==> src/rtl/ternary_seq_ctrl.sv <==
// rtl/ternary_seq_ctrl.sv - weight loader and vector beat sequencer for the ternary MVM stage
// Optional config-byte parity check: define TERNARY_CFG_PARITY_EN.
module ternary_seq_ctrl #(
  parameter  int InLen    = 14,
  parameter  int BitWidth = 8,
  parameter  int NumRows  = 8,
  localparam int RowW     = (NumRows > 1) ? $clog2(NumRows) : 1
) (
  input  logic                  clk,
  input  logic                  rst_n,
  input  logic                  en,
  input  logic                  cfg_load,
  input  logic [7:0]            cfg_data,
  input  logic                  cfg_parity,
  input  logic                  vec_valid,
  input  logic [2*BitWidth-1:0] vec_in,
  output logic                  vec_ready,
  output logic [2*InLen-1:0]    w_out,
  output logic [2*BitWidth-1:0] vec_out,
  output logic [RowW-1:0]       row,
  output logic                  w_ready,
  output logic                  busy,
  output logic                  frame_done,
  output logic                  cfg_err
);

  localparam int WBits  = 2 * InLen;
  localparam int NBytes = (WBits + 7) / 8;
  localparam int CntW   = (NBytes > 1) ? $clog2(NBytes) : 1;
  localparam int VW     = 2 * BitWidth;

  localparam logic [CntW-1:0] LastByte = CntW'(NBytes - 1);
  localparam logic [RowW-1:0] LastRow  = RowW'(NumRows - 1);

  logic [WBits-1:0]    w_q, w_d;
  logic [8*NBytes-1:0] shadow_q, shadow_d;
  logic [CntW-1:0]     byte_cnt_q, byte_cnt_d;
  logic [RowW-1:0]     row_q, row_d;
  logic [RowW-1:0]     beat_q, beat_d;
  logic [VW-1:0]       vec_q, vec_d;
  logic                w_ready_q, w_ready_d;
  logic                busy_q, busy_d;
  logic                frame_done_q, frame_done_d;

  logic cfg_acc;
  logic vec_acc;
  logic par_bad;

  // Config is only taken between frames; beats need a complete weight set and no load in flight.
  assign cfg_acc   = en & ~busy_q & cfg_load;
  assign vec_ready = en & w_ready_q & (byte_cnt_q == '0) & ~cfg_load;
  assign vec_acc   = vec_valid & vec_ready;

`ifdef TERNARY_CFG_PARITY_EN
  logic cfg_err_q, cfg_err_d;

  assign par_bad = ^{cfg_data, cfg_parity};

  // Sticky parity error: set on a bad byte, cleared by the next complete load.
  always_comb begin
    cfg_err_d = cfg_err_q;
    if (cfg_acc) begin
      if (par_bad) begin
        cfg_err_d = 1'b1;
      end else if (byte_cnt_q == LastByte) begin
        cfg_err_d = 1'b0;
      end
    end
  end

  // Parity error flag register.
  always_ff @(posedge clk or negedge rst_n) begin
    if (!rst_n) begin
      cfg_err_q <= 1'b0;
    end else begin
      cfg_err_q <= cfg_err_d;
    end
  end

  assign cfg_err = cfg_err_q;
`else
  logic unused_cfg_parity;
  assign unused_cfg_parity = cfg_parity;
  assign par_bad           = 1'b0;
  assign cfg_err           = 1'b0;
`endif

  // Next-state for byte assembly, weight commit and beat sequencing; en=0 holds everything.
  always_comb begin
    w_d          = w_q;
    shadow_d     = shadow_q;
    byte_cnt_d   = byte_cnt_q;
    row_d        = row_q;
    beat_d       = beat_q;
    vec_d        = vec_q;
    w_ready_d    = w_ready_q;
    busy_d       = busy_q;
    frame_done_d = frame_done_q;
    if (en) begin
      frame_done_d = 1'b0;
      if (cfg_acc) begin
        if (par_bad) begin
          byte_cnt_d = '0;
          w_ready_d  = 1'b0;
        end else begin
          for (int i = 0; i < NBytes; i++) begin
            if (byte_cnt_q == CntW'(i)) begin
              shadow_d[8*i +: 8] = cfg_data;
            end
          end
          w_ready_d = 1'b0;
          if (byte_cnt_q == LastByte) begin
            // Commit only the complete set; bits above WBits are dropped here.
            w_d        = shadow_d[WBits-1:0];
            w_ready_d  = 1'b1;
            byte_cnt_d = '0;
          end else begin
            byte_cnt_d = byte_cnt_q + CntW'(1);
          end
        end
      end
      if (vec_acc) begin
        vec_d        = vec_in;
        row_d        = beat_q;
        beat_d       = (beat_q == LastRow) ? '0 : beat_q + RowW'(1);
        busy_d       = (beat_q != LastRow);
        frame_done_d = (beat_q == LastRow);
      end else if (row_q != '0) begin
        // Mid-frame bubble: feed zeros so the accumulator adds nothing.
        vec_d = '0;
      end
    end
  end

  // State registers.
  always_ff @(posedge clk or negedge rst_n) begin
    if (!rst_n) begin
      w_q          <= '0;
      shadow_q     <= '0;
      byte_cnt_q   <= '0;
      row_q        <= '0;
      beat_q       <= '0;
      vec_q        <= '0;
      w_ready_q    <= 1'b0;
      busy_q       <= 1'b0;
      frame_done_q <= 1'b0;
    end else begin
      w_q          <= w_d;
      shadow_q     <= shadow_d;
      byte_cnt_q   <= byte_cnt_d;
      row_q        <= row_d;
      beat_q       <= beat_d;
      vec_q        <= vec_d;
      w_ready_q    <= w_ready_d;
      busy_q       <= busy_d;
      frame_done_q <= frame_done_d;
    end
  end

  assign w_out      = w_q;
  assign vec_out    = vec_q;
  assign row        = row_q;
  assign w_ready    = w_ready_q;
  assign busy       = busy_q;
  assign frame_done = frame_done_q;

endmodule

==> config.mk <==
export PLATFORM = sky130hd
export DESIGN_NAME = ternary_seq_ctrl
export DESIGN_NICKNAME = d
export VERILOG_FILES = /design/src/rtl/ternary_seq_ctrl.sv
export SDC_FILE = /design/constraint.sdc
export NUM_CORES = 1
export LEC_CHECK = 0
export BUFFER_PORTS_ARGS = -buffer_cell sky130_fd_sc_hd__buf_2
export CAP_MARGIN = 40
export CORE_MARGIN = 2
export CORE_UTILIZATION = 36
export DETAILED_ROUTE_END_ITERATION = 7
export GPL_TIMING_DRIVEN = 0
export HOLD_SLACK_MARGIN = 0.15
export SYNTH_ARGS = -nofsm -noshare
export SYNTH_HDL_FRONTEND = slang
export SYNTH_SLANG_ARGS = --single-unit
==> constraint.sdc <==
create_clock -name clk -period 2.8 [get_ports clk]
set_clock_uncertainty 0.15 [all_clocks]
set_input_delay 0.14 -clock clk [delete_from_list [all_inputs] [get_ports clk]]
set_output_delay 0.14 -clock clk [all_outputs]
set_load 0.03 [all_outputs]
==> results.md <==
* Relative slew slack at 55.15%
* Final Hold Fails at 0
* Origin of the critical flop-to-flop path: byte_cnt_q[0]
* Hold Path Class: primary input to asynchronous set/reset pin
* Design area at 0.004463 mm2
* Largest family of logic cells by synthesized area: multiplexers
* Top area cells in the synthesized netlist: dfrtp_1 60%, mux2_2 10%, mux2i_1 7.3%
* Synthesized net count at 291
* # Max-Cap Violations at 0
* Synth Area in XOR/XNOR at 0%
* Reg2reg path depth at 7
* # rows at 35
* Max Root-Sink Buffers at 2
* # resized after CTS at 0
* Final Cycle Share at 89.65%
* CTS tree: done
* Post-synthesis simple-gate area fraction at 7.024%
* Status: finished, final reports clean
* Slew @ Worst Pin at 0.6728 ns
* Placed cell areas at 0.003877 mm2
* Power Dens Cells at 1125 mW/mm2
* Cell variety after synth at 23
* FMAX at 398.4 MHz
* N_diodes at 0
* Core area at 0.009065 mm2
* Seq/Total Area, Yosys at 59.67%
* Most frequent cells in the layout: 81 x buf_2, 79 x dfrtp_1, 38 x nand2_1, 34 x dlygate4sd3_1, 30 x mux2_2
* Post-synthesis compound-gate area fraction at 10.08%
* Synth warn at 0
* Crit start category: register
* Seq cells post-synth at 79
* Most common cell after layout, fill and taps aside: buf_2
* Synthesis-to-finish area growth at 34.71%
* Final Critical Period at 2.510 ns
* DR vias at 2,371
* Post-synthesis cell area at 0.003313 mm2
* Yosys top cell area share at 59.67%
* Clk Latency, worst-skew pair at 0.35 ns
* Detailed-router iteration count before antenna repair at 4
* IO buf count at 79
* Starting Density at 36.55%
* Wire per inst at 14.85 um
* First-pass GRT wire length at 11,840 um
* Die width at 99.94 um
* 1st-iter DRT viols at 91
* Largest net degree at the start of global routing at 66
* Syn avg cell area at 12.99 um2
* Post-DP HPWL at 4975 um
* R2R setup slack at 0.29 ns
* Clk pin slew, worst setup/hold paths at 0.08 ns
* Worst vdd ir at 0.5481 mV
* Via density at 4.790
* Residual DRC count at 0
* Total wire length at 7349 um
* RR Endpoint: vec_out[0]
* CP required at 2.94 ns
* Die area at 0.009987 mm2
* Clock Sinks at 79
* Critical path class: register to register
* Overall routing resource usage at 15.40%
* Clock root buffer: clkbuf_8
* Leak at 0.002273 uW
* Final Slew Violations at 0
* Layout cells sized above 1 at 39.06%
* Final-report setup violation count at 0
* Leading area contributor after synthesis: dfrtp_1
* Crit. End Element: register
* Post-synthesis mux area share at 17.45%
* DRT antenna net count at 0
* Post-synthesis adder-cell area fraction at 2.266%
* Total gr overflow at 0
* RSZ-0062 raised after global routing: no
* Placer Congestion at 0.7770
* Chip height at 99.94 um
* Sum Neg Setup Slack at 0 ns
* Initial antenna violation count at 0
* Mapped Cells at 255
* Nets at 416
* Vias in the first global route at 2,383
* Critical Path AT at 2.65 ns
* Crit-path max FO at 10
* H-tree depth at 3
* CTS buffer count at 9
* # IOs at 82
==> critical path, cell delays in order (launching register included) <==
cell	delay [ns]
dfrtp_1	0.41
inv_1	0.09
ha_1	0.24
buf_6	0.17
and4b_4	0.21
o41ai_4	0.44
a22o_1	0.21
dlygate4sd3_1	0.54
==> cell usage after synthesis, drive strengths merged <==
cell type and instances:
dfrtp 79, nand2 41, mux2 30, o21ai 27, mux2i 24, a22o 17
buf 9, clkbuf 6, ha 6, inv 4, and4b 3, a21oi 2
nor2 2, and2 1, and3b 1, conb 1, nand4b 1, o41ai 1
==> per-layer routing <==
| layer | track usage [%] | vias up | part of all wire, % |
|---|---|---|---|
| met5 | 0 | - | 0 |
| met4 | 5.690 | 0 | 1.6 |
| met3 | 3.691 | 12 | 4.4 |
| met2 | 25.21 | 70 | 46 |
| met1 | 20.00 | 1144 | 48 |
| li1 | - | 1145 | - |
==> repair_timing <==
action / in CTS / in global routing
setup buffers: 0 / 0
endpoints found under the hold margin: 149 / 0
hold buffers: 34 / 0
==> cells by family after synthesis <==
family	count (synthesis)
AND/OR/NAND/NOR	49
buffers and inverters	19
adder cells (fa/ha/maj)	6
multiplexers	54
other	1
AO/OA/AOI/OAI	47
flip-flops	79
==> flip-flops by register name, summed over array words and instances, names as in the netlist <==
register,count
frame_done,1
busy,1
shadow_q,24
beat_q,3
w_out,28
byte_cnt_q,2
w_ready,1
row,3
vec_out,16
==> where the power goes <==
part	total [uW]	internal, uW	switching [uW]
logic	2060	845	1220
clock network	1040	637	400
registers	1920	1650	277
total	5020	3130	1890
==> worst max path at each step <==
| stage | startpoint | endpoint | slack (ns) | cells past startpoint |
|---|---|---|---|---|
| after floorplan | byte_cnt_q[0] | row[0] | 0.85 | 7 |
| after global placement | byte_cnt_q[1] | shadow_q[8] | 0.72 | 5 |
| after detailed placement | byte_cnt_q[1] | shadow_q[9] | 0.70 | 5 |
| after CTS | byte_cnt_q[0] | vec_out[15] | 0.32 | 7 |
| after global routing | byte_cnt_q[0] | vec_out[2] | 0.19 | 7 |
| final | byte_cnt_q[0] | vec_out[0] | 0.29 | 7 |
==> through the flow <==
step                hold WS [ns]  setup WS (ns)  util (%)  power (uW)  cells
finish                    0.1909         0.2898     49.23        5021    495
global route              0.1965         0.1899     49.23        5341    495
CTS                       0.1782         0.3187     49.23        5079    495
detailed placement       -0.1322         0.6958     42.77        3942    446
global placement          0.2248         0.7169     42.44        3891    445
floorplan                -0.3056         0.8503         -        3346    255
==> layout make-up <==
| type | count | area, um2 |
|---|---|---|
| Buffer | 15 | 97.59 |
| Clock buffer | 12 | 155.1 |
| Clock inverter | 3 | 90.09 |
| Fill cell | 821 | 4602 |
| Inverter | 4 | 15.01 |
| Multi-Input combinational cell | 157 | 1224 |
| Sequential cell | 79 | 1977 |
| Tap cell | 111 | 138.9 |
| Timing Repair Buffer | 114 | 765.7 |
No activity file was read; power rests on OpenSTA's default activity.
